==> config.mk <==
export PLATFORM = sky130hd
export DESIGN_NAME = fb_arbiter
export DESIGN_NICKNAME = d
export VERILOG_FILES = /design/src/rtl/fb_arbiter.sv
export SDC_FILE = /design/constraint.sdc
export NUM_CORES = 1
export LEC_CHECK = 0
export ABC_AREA = 1
export CORE_MARGIN = 5
export CORE_UTILIZATION = 35
export CTS_CLUSTER_DIAMETER = 100
export DETAILED_ROUTE_END_ITERATION = 10
export PLACE_DENSITY_LB_ADDON = 0.12
export SYNTH_ARGS = -nofsm -noshare
export SYNTH_HDL_FRONTEND = slang
export SYNTH_SLANG_ARGS = --single-unit
==> constraint.sdc <==
create_clock -name clk -period 3.5 [get_ports clk]
set_input_delay 0.7 -clock clk [delete_from_list [all_inputs] [get_ports clk]]
set_output_delay 0.7 -clock clk [all_outputs]
set_load 0.1 [all_outputs]
==> src/rtl/fb_arbiter.sv <==
// Single-port frame-buffer arbiter: display has absolute priority, edge and load
// share the remaining slots round-robin, and read data is steered back by owner tag.
module fb_arbiter #(
    parameter int ADDR_W = 15,
    parameter int DATA_W = 8,
    parameter int RD_LAT = 1
) (
    input  logic              clk,
    input  logic              rst,
    input  logic              disp_req,
    input  logic [ADDR_W-1:0] disp_addr,
    output logic              disp_gnt,
    output logic              disp_rvalid,
    output logic [DATA_W-1:0] disp_rdata,
    input  logic              edge_req,
    input  logic              edge_we,
    input  logic [ADDR_W-1:0] edge_addr,
    input  logic [DATA_W-1:0] edge_wdata,
    output logic              edge_gnt,
    output logic              edge_rvalid,
    output logic [DATA_W-1:0] edge_rdata,
    input  logic              load_req,
    input  logic [ADDR_W-1:0] load_addr,
    input  logic [DATA_W-1:0] load_wdata,
    output logic              load_gnt,
    output logic              mem_en,
    output logic              mem_we,
    output logic [ADDR_W-1:0] mem_addr,
    output logic [DATA_W-1:0] mem_wdata,
    input  logic [DATA_W-1:0] mem_rdata
);

    logic              rr;
    logic              any_gnt;
    logic              rd_issue;
    logic [RD_LAT:0]   vld_p;
    logic [RD_LAT:0]   own_p;

    // Grant decision: rr=0 favours edge, rr=1 favours load
    always_comb begin
        disp_gnt = 1'b0;
        edge_gnt = 1'b0;
        load_gnt = 1'b0;
        if (!rst) begin
            if (disp_req)
                disp_gnt = 1'b1;
            else if (edge_req && (!load_req || !rr))
                edge_gnt = 1'b1;
            else if (load_req)
                load_gnt = 1'b1;
        end
    end

    assign any_gnt  = disp_gnt | edge_gnt | load_gnt;
    assign rd_issue = disp_gnt | (edge_gnt & ~edge_we);

    always_ff @(posedge clk) begin
        if (rst)
            rr <= 1'b0;
        else if (edge_gnt)
            rr <= 1'b1;
        else if (load_gnt)
            rr <= 1'b0;
    end

    // Command stage (p0): granted request drives the SRAM port one cycle after gnt
    always_ff @(posedge clk) begin
        if (rst) begin
            mem_en    <= 1'b0;
            mem_we    <= 1'b0;
            mem_addr  <= '0;
            mem_wdata <= '0;
        end else begin
            mem_en <= any_gnt;
            mem_we <= load_gnt | (edge_gnt & edge_we);
            if (disp_gnt) begin
                mem_addr <= disp_addr;
            end else if (edge_gnt) begin
                mem_addr  <= edge_addr;
                mem_wdata <= edge_wdata;
            end else if (load_gnt) begin
                mem_addr  <= load_addr;
                mem_wdata <= load_wdata;
            end
        end
    end

    // Tag pipeline p0..pRD_LAT: stage RD_LAT lines up with valid mem_rdata
    always_ff @(posedge clk) begin
        if (rst)
            vld_p <= '0;
        else
            vld_p <= {vld_p[RD_LAT-1:0], rd_issue};
        own_p <= {own_p[RD_LAT-1:0], edge_gnt};
    end

    // Return stage: capture read data into the owning requester
    always_ff @(posedge clk) begin
        if (rst) begin
            disp_rvalid <= 1'b0;
            edge_rvalid <= 1'b0;
            disp_rdata  <= '0;
            edge_rdata  <= '0;
        end else begin
            disp_rvalid <= vld_p[RD_LAT] & ~own_p[RD_LAT];
            edge_rvalid <= vld_p[RD_LAT] & own_p[RD_LAT];
            if (vld_p[RD_LAT] && !own_p[RD_LAT])
                disp_rdata <= mem_rdata;
            if (vld_p[RD_LAT] && own_p[RD_LAT])
                edge_rdata <= mem_rdata;
        end
    end

endmodule

==> impl_metrics.toml, run 1 <==
[die]
start_util_pct = 35.67
die_area_mm2 = 0.007648
die_w_um = 87.45
coreArea_mm2 = 0.005886
chipHeight_um = 87.45
ios = 121
num_rows = 28

[synth]
synth_area_leaders = "dfxtp_1, nor2_1, nand2_1, o21ai_0, nand4_1"
synth_top_area_share_pct = 45.77
async_flop_share_pct = 0
synth_top_area_cell = "dfxtp_1"
syn_nets = 385
postSynthCellCount = 310
synth-seq-area-share_pct = 45.77
syn_area_mm2 = 0.002100
yosysMostFrequentCell = "nor2_1"
synth_cell_types = 20
syn_avg_cell_area_um2 = 6.773
synthTopCellsByCount = "nor2_1, nand2_1, dfxtp_1"
ys_ff_latch = 48
synth_ff_type = "dfxtp_1"
yosysWarnings = 0
synth_edf_count = 0

[status]
status = "complete, no violations"

[routing]
final_antenna_net_count = 0
first_pass_iters = 4
first_iter_violations = 98
vias = 2307
totalWireLength_mm = 6.329
drc = 0
viasPerCell = 4.568
avgRoutedWirePerCell_um = 12.53

[final_layout]
fillers = 573
final_core_util_pct = 59.65
area_growth_pct = 67.22
drive_gt1_share_pct = 5.581
fin_nets = 504
antenna_cells = 0

[clock_tree]
cts_tree = "yes"
clk-insertion-delay-late_ns = 0.29
cts_resized = 0
cts-root-buf = "clkbuf_8"
holdBufCountCts = 0
cts.htree.levels = 2
numCtsBuffers = 5
clock-sinks = 48
post_cts_buffers = 0
clk_path_buf_depth = 2
clkTransAtPathRegs_ns = 0.09

[setup_path]
reg2reg_from = "rr"
reg2reg_to = "mem_addr[14]"
path_class = "input pin to primary output"
rrSetupSlack_ns = 1.86
crit_path_start = "disp_req"
crit_path_end_kind = "primary output"
worstRegToRegCells = 9
cp_data_required_time_ns = 2.80
start_kind = "input pin"
cp_max_fo = 5
arrival_ns = 2.03

[placement]
hpwl_mm = 4.801
gp_congestion = 0.8058
post-place-ws_ns = 0.7606
portBuffers = 120

[timing]
tns_ns = 0
hold_slack_ns = 0.3343
rsz0062_at_grt = "no"
hold_viol_final = 0
setup_slack_ns = 0.7662
slew_headroom_pct = 32.32
fin_worst_skew_ns = 0.004276
timing.final.crit_share_pct = 78.11
drv_slew = 0
fin_crit_ns = 2.734
setup_viol = 0
fmax_ghz = 0.3658
worst_pin_slew_ns = 1.012

[grt]
antenna_found_initial = 0
grt_overflow = 0
grt_first_pass_wirelength_mm = 9.825
grt_usage_pct = 16.36
grt_pass1_vias = 2133
grt_max_degree = 37

[job]
drv_cap = 0

[min_path]
hold_start = "own_p[0]"
min_path_cells = 0
hold_end = "own_p[1]"
hold_path.class = "flip-flop to flip-flop"

[power_and_ir_drop]
ir_drop_uv = 231.5
leakagePower_nw = 1.522
p_per_area_mw_per_mm2 = 431.5
power_mw = 1.515
-- how the worst max path moves through the flow --
stage,end,cells after the start
detailed placement,load_gnt,5
finish,load_gnt,5
floorplan,load_gnt,5
global placement,load_gnt,5
CTS,load_gnt,5
global route,load_gnt,5
-- cells by family (layout without fill, tap and decap cells) --
logic type             Yosys count  count (layout)  share of synthesized area, %
buffers and inverters           34             154                         7.330
AOI/OAI and AO/OA               50              50                         12.40
DFF                             48              48                         45.77
and+or+nand+nor                178             178                         34.51
-- report_power, final --
group	switching [mW]	leakage [nW]	internal, mW
combinational	0.345	1.07	0.169
clock	0.190	0.0548	0.215
sequential	0.0156	0.394	0.581
-- final cells by class --
| cell class | count | area (µm²) | share of cell area, % |
|---|---|---|---|
| Timing Repair Buffer | 128 | 1289 | 36.71 |
| Multi-Input combinational cell | 228 | 984.7 | 28.05 |
| Sequential cell | 48 | 960.9 | 27.37 |
| Tap cell | 75 | 93.84 | 2.673 |
| Clock buffer | 5 | 68.82 | 1.960 |
| Inverter | 18 | 67.56 | 1.924 |
| Clock inverter | 3 | 46.29 | 1.319 |
-- layout by cell type (no fill, tap or decap) --
cell type	count
dfxtp_1	48
o21ai_1	1
nand3_1	4
inv_6	1
inv_1	17
clkinv_1	1
nor2_1	79
nand2_2	1
buf_12	3
o211ai_1	3
buf_4	9
o21ai_0	33
clkdlybuf4s50_1	116
clkinvlp_4	1
nor2_4	1
nand3_2	1
clkbuf_8	5
o21a_1	1
nand4_1	13
a21oi_1	12
nand2_1	78
bufinv_16	1
nor2_2	1
-- routing by layer --
layer / up-vias / global-route usage, % / part of all wire [%]
li1: 1223 / - / -
met1: 998 / 19.67 / 41
met2: 82 / 27.33 / 47
met3: 4 / 5.866 / 11
met4: 0 / 4.742 / 0.51
met5: - / 0 / 0
-- stage by stage --
| step | area (µm²) | std cells |
|---|---|---|
| finish | 3511 | 505 |
| global route | 3511 | 505 |
| CTS | 3511 | 505 |
| detailed placement | 3396 | 497 |
| global placement | 3396 | 497 |
| floorplan | 2100 | 310 |
-- worst max-delay path, cell delays in order --
cell and delay [ns]:
clkdlybuf4s50_1 0.54, nor2_4 0.22, nand2_1 0.08, a21oi_1 0.27, buf_12 0.22
-- flip-flops by register name, summed over array words and instances, names as in the netlist --
register and count:
disp_rdata 8, mem_addr 15, mem_wdata 8, vld_p 2
rr 1, mem_en 1, mem_we 1, edge_rdata 8
own_p 2, disp_rvalid 1, edge_rvalid 1
(Power assumes the default switching activity.)
==> run 2, diff against run 1 <==
==> constraint.sdc (replaced) <==
create_clock -name clk -period 2.6 [get_ports clk]
set_input_delay 0.52 -clock clk [delete_from_list [all_inputs] [get_ports clk]]
set_output_delay 0.52 -clock clk [all_outputs]
set_load 0.1 [all_outputs]
==> run 2 against run 1 <==
  * Clock skew about the same
  * Global-route usage up 1.1 points
  * Sequential power is 35% higher
  * Wire length increased by 4.1%
  * Sequential share of layout area up 0.75 points
  * Cell count grew 0.20%
  * Worst hold slack about the same
  * First-iteration DRC count is 29% lower
  * Non-clock buffer count grew 1
  * Critical path type unchanged
  * Critical endpoint unchanged
  * Largest cell class unchanged
==> impl_metrics.toml, run 2 (synthesis gave the netlist of run 1 again) <==
[routing]
first_iter_violations = 70
wl_met3_um = 671
final_antenna_net_count = 0
totalWireLength_mm = 6.590
highest_layer = "met4"
viasPerCell = 4.623
first_pass_iters = 4
drc = 0
wl_met2_mm = 2.856
met1Wirelength_mm = 2.925
avgRoutedWirePerCell_um = 13.02
vias = 2339

[timing]
fin_crit_ns = 2.295
rsz0062_at_grt = "no"
tns_ns = 0
fmax_ghz = 0.4358
slew_headroom_pct = 67.75
setup_viol = 0
timing.final.crit_share_pct = 88.26
worst_pin_slew_ns = 0.4820
hold_viol_final = 0
fin_worst_skew_ns = 0.003989
drv_slew = 0

[setup_path]
cp_max_fo = 6
path_class = "input pin to primary output"
cp_top_family = "buffers and inverters"
arrival_ns = 1.77
reg2reg_to = "mem_addr[9]"
slowest_delay_ns = 0.55
cp_slowest_cell = "clkdlybuf4s50_1"
path_cells = "clkdlybuf4s50_1 > nor2_4 > nand2_1 > a21oi_2 > buf_12"
rrSetupSlack_ns = 0.98
worstRegToRegCells = 9
reg2reg_from = "rr"
crit_path_end_kind = "primary output"
cp_data_required_time_ns = 2.08
worst-path-buf-inv = 2
start_kind = "input pin"

[die]
coreArea_mm2 = 0.005886
num_rows = 28
start_util_pct = 35.67
die_w_um = 87.45
die_area_mm2 = 0.007648
ios = 121
chipHeight_um = 87.45

[clock_tree]
post_cts_buffers = 0
clkTransAtPathRegs_ns = 0.09
clk-insertion-delay-late_ns = 0.30
cts_resized = 0
clk_path_buf_depth = 2
cts-root-buf = "clkbuf_8"
cts_tree = "yes"
holdBufCountCts = 0
numCtsBuffers = 5
clock-sinks = 48
cts.htree.levels = 2

[power_and_ir_drop]
power_mw = 2.039
leakagePower_nw = 1.601
ir_drop_uv = 372.8
p_per_area_mw_per_mm2 = 596.7

[final_layout]
largest_reg_flops = 15
area_growth_pct = 62.75
multi_input_area_um2 = 988.4
fillers = 585
antenna_cells = 0
final_cell_mix = "nor2_1, nand2_1, clkdlybuf4s50_1, buf_4, dfxtp_1"
final_common_cell = "nor2_1"
regMostFlops = "mem_addr"
seq_area_um2 = 960.9
fin_nets = 505
drive_gt1_share_pct = 15.78

[min_path]
hold_end = "own_p[1]"
hold_start = "own_p[0]"
min_path_cells = 0
hold_path.class = "flip-flop to flip-flop"

[grt]
grt_first_pass_wirelength_mm = 10.46
grt_pass1_vias = 2192
grt_overflow = 0
grt_usage_pct = 17.45
grt_max_degree = 37
antenna_found_initial = 0

[job]
drv_cap = 0

[status]
status = "complete, no violations"

[placement]
gp_congestion = 0.8164
hpwl_mm = 4.974
portBuffers = 120
[run 2: worst max-delay path by stage]
stage | start | endpoint | cells past startpoint | slack, ns
2_1_floorplan | rst | load_gnt | 5 | 0.13
3_3_place_gp | rst | load_gnt | 5 | 0.32
3_5_place_dp | rst | mem_addr[4] | 7 | 0.26
4_1_cts | rst | load_gnt | 5 | 0.30
5_1_grt | rst | load_gnt | 5 | 0.23
6_report | rst | load_gnt | 5 | 0.31
[run 2: final cells by class]
| type | count | share of cell area [%] |
|---|---|---|
| clock buffers | 5 | 2.014 |
| clock inverters | 3 | 1.355 |
| inverters | 18 | 1.977 |
| multi-input cells | 228 | 28.93 |
| flip-flops and latches | 48 | 28.12 |
| well taps | 75 | 2.746 |
| repair buffers | 129 | 34.86 |
[run 2: metrics by stage]
step	worst slack, ns	cell area, µm²	hold slack (ns)	util, %	cells
after global placement	0.3201	3302	0.3113	56.10	498
final	0.3053	3417	0.3342	58.06	506
after global routing	0.2331	3417	0.3463	58.06	506
after CTS	0.2958	3417	0.3356	58.06	506
after floorplan	0.1345	2103	0.3096	-	310
after detailed placement	0.2574	3302	0.3121	56.10	498
[run 2: routing by layer]
layer,up-vias,GRT usage (%)
li1,1227,-
met1,1012,21.67
met2,89,27.74
met3,11,6.339
met4,0,6.137
met5,-,0
[run 2: where the power goes]
| group | internal (mW) | total, mW | leakage, nW | switching, mW |
|---|---|---|---|---|
| clock | 0.290 | 0.555 | 0.0548 | 0.265 |
| combinational | 0.214 | 0.680 | 1.15 | 0.466 |
| sequential | 0.782 | 0.804 | 0.394 | 0.0222 |
[run 2: worst register-to-register path, stage by stage, from the launching register on]
cell	delay, ns
dfxtp_1	0.36
nand2_1	0.15
nand3_2	0.12
buf_4	0.32
nand3_1	0.23
inv_1	0.17
nand2_1	0.06
nand2_1	0.06
nand2_1	0.05
nand2_1	0.06
==> run 3, diff against run 2 <==
==> constraint.sdc (replaced) <==
create_clock -name clk -period 3 [get_ports clk]
set_input_delay 0.6 -clock clk [delete_from_list [all_inputs] [get_ports clk]]
set_output_delay 0.6 -clock clk [all_outputs]
set_load 0.1 [all_outputs]
==> run 3 against run 2 <==
  * Clock skew rose by 0.0020 ns
  * Via count about the same
  * Count of clock-buffer cells in the layout stayed put
  * Highest routed layer unchanged
==> impl_metrics.toml, run 3 (synthesis gave the netlist of run 1 again) <==
[final_layout]
final_cell_area_mm2 = 0.003423
final_core_util_pct = 58.16
regMostFlops = "mem_addr"
final_cell_mix = "nor2_1, nand2_1, clkdlybuf4s50_1, buf_4, dfxtp_1"
largest_reg_flops = 15
final_common_cell = "nor2_1"
drive_gt1_share_pct = 15.58
area_growth_pct = 63.05
antenna_cells = 0
fin_nets = 504

[job]
drv_cap = 0

[timing]
setup_viol = 0
tns_ns = 0
slew_headroom_pct = 67.12
drv_slew = 0
hold_viol_final = 0
fin_worst_skew_ns = 0.005954
rsz0062_at_grt = "no"
timing.final.crit_share_pct = 82.26
fin_crit_ns = 2.468
fmax_ghz = 0.4052
hold_slack_ns = 0.3268
worst_pin_slew_ns = 0.4914

[grt]
grt_max_degree = 29
grt_usage_pct = 16.76
grt_pass1_vias = 2270
grt_overflow = 0
antenna_found_initial = 0
grt_first_pass_wirelength_mm = 10.19

[placement]
portBuffers = 120
gp_congestion = 0.8201
hpwl_mm = 4.937
placed_area_mm2 = 0.003307

[die]
start_util_pct = 35.67
die_area_mm2 = 0.007648
die_w_um = 87.45
chipHeight_um = 87.45
coreArea_mm2 = 0.005886
ios = 121
num_rows = 28

[setup_path]
cp_data_required_time_ns = 2.40
cp_max_fo = 5
worst-path-buf-inv = 2
cp_top_family = "buffers and inverters"
slowest_delay_ns = 0.53
rrSetupSlack_ns = 1.27
start_kind = "input pin"
crit_path_end_kind = "primary output"
cp_slowest_cell = "clkdlybuf4s50_1"
path_class = "input pin to primary output"
arrival_ns = 1.87
path_cells = "clkdlybuf4s50_1 > nor2_4 > nand2_1 > a21oi_2 > buf_12"

[routing]
viasPerCell = 4.628
final_antenna_net_count = 0
drc = 0
first_pass_iters = 4
avgRoutedWirePerCell_um = 12.72
first_iter_violations = 78
totalWireLength_mm = 6.426
vias = 2337

[clock_tree]
clkTransAtPathRegs_ns = 0.09
numCtsBuffers = 5
clock-sinks = 48
cts_tree = "yes"
clk-insertion-delay-late_ns = 0.29
cts_resized = 0
clk_path_buf_depth = 2
holdBufCountCts = 0
post_cts_buffers = 0
cts-root-buf = "clkbuf_8"
cts.htree.levels = 2

[status]
status = "complete, no violations"

[min_path]
hold_path.class = "flip-flop to flip-flop"

[power_and_ir_drop]
leakagePower_nw = 1.605
ir_drop_uv = 232.5
power_mw = 1.758
p_per_area_mw_per_mm2 = 513.6
[run 3: cell types whose count changed in the layout (fill, tap and decap cells not counted), sizes merged]
cell | before | now
buf | 55 | 54
clkinv | 1 | 3
clkinvlp | 1 | 0
inv | 18 | 17
[run 3: path summary, 6_finish.rpt]
| kind | from | end | depth (start not counted) |
|---|---|---|---|
| worst max-delay path | disp_req | load_gnt | 5 |
| worst min-delay path | own_p[0] | own_p[1] | 0 |
| worst max register to register | rr | mem_wdata[4] | 6 |
| worst min register to register | own_p[0] | own_p[1] | 0 |
[run 3: final cells by class]
| class | instances | area [µm²] |
|---|---|---|
| Clock buffer | 5 | 68.82 |
| Clock inverter | 3 | 47.55 |
| Fill cell | 585 | 2462 |
| Inverter | 18 | 67.56 |
| Multi-Input combinational cell | 228 | 988.4 |
| Sequential cell | 48 | 960.9 |
| Tap cell | 75 | 93.84 |
| Timing Repair Buffer | 128 | 1196 |
[run 3: metal layers]
layer  global-route usage (%)  part of all wire [%]  wire length [µm]  up-vias
met4                    4.742                   1.4                89        0
met2                    28.01                    44              2857       86
li1                         -                     -                 -     1225
met1                    20.23                    44              2833     1018
met3                    5.960                    10               647        8
met5                        0                     0                 0        -
[run 3: power by group]
| group | internal, mW | switching, mW |
|---|---|---|
| clock | 0.251 | 0.220 |
| sequential | 0.677 | 0.0193 |
| combinational | 0.186 | 0.404 |
| total | 1.11 | 0.644 |
[run 3: stage by stage]
step           instances  worst slack [ns]
6_report             505            0.5321
5_1_grt              505            0.4323
4_1_cts              505            0.5189
3_5_place_dp         497            0.4137
3_3_place_gp         497            0.5124
2_1_floorplan        310            0.3745
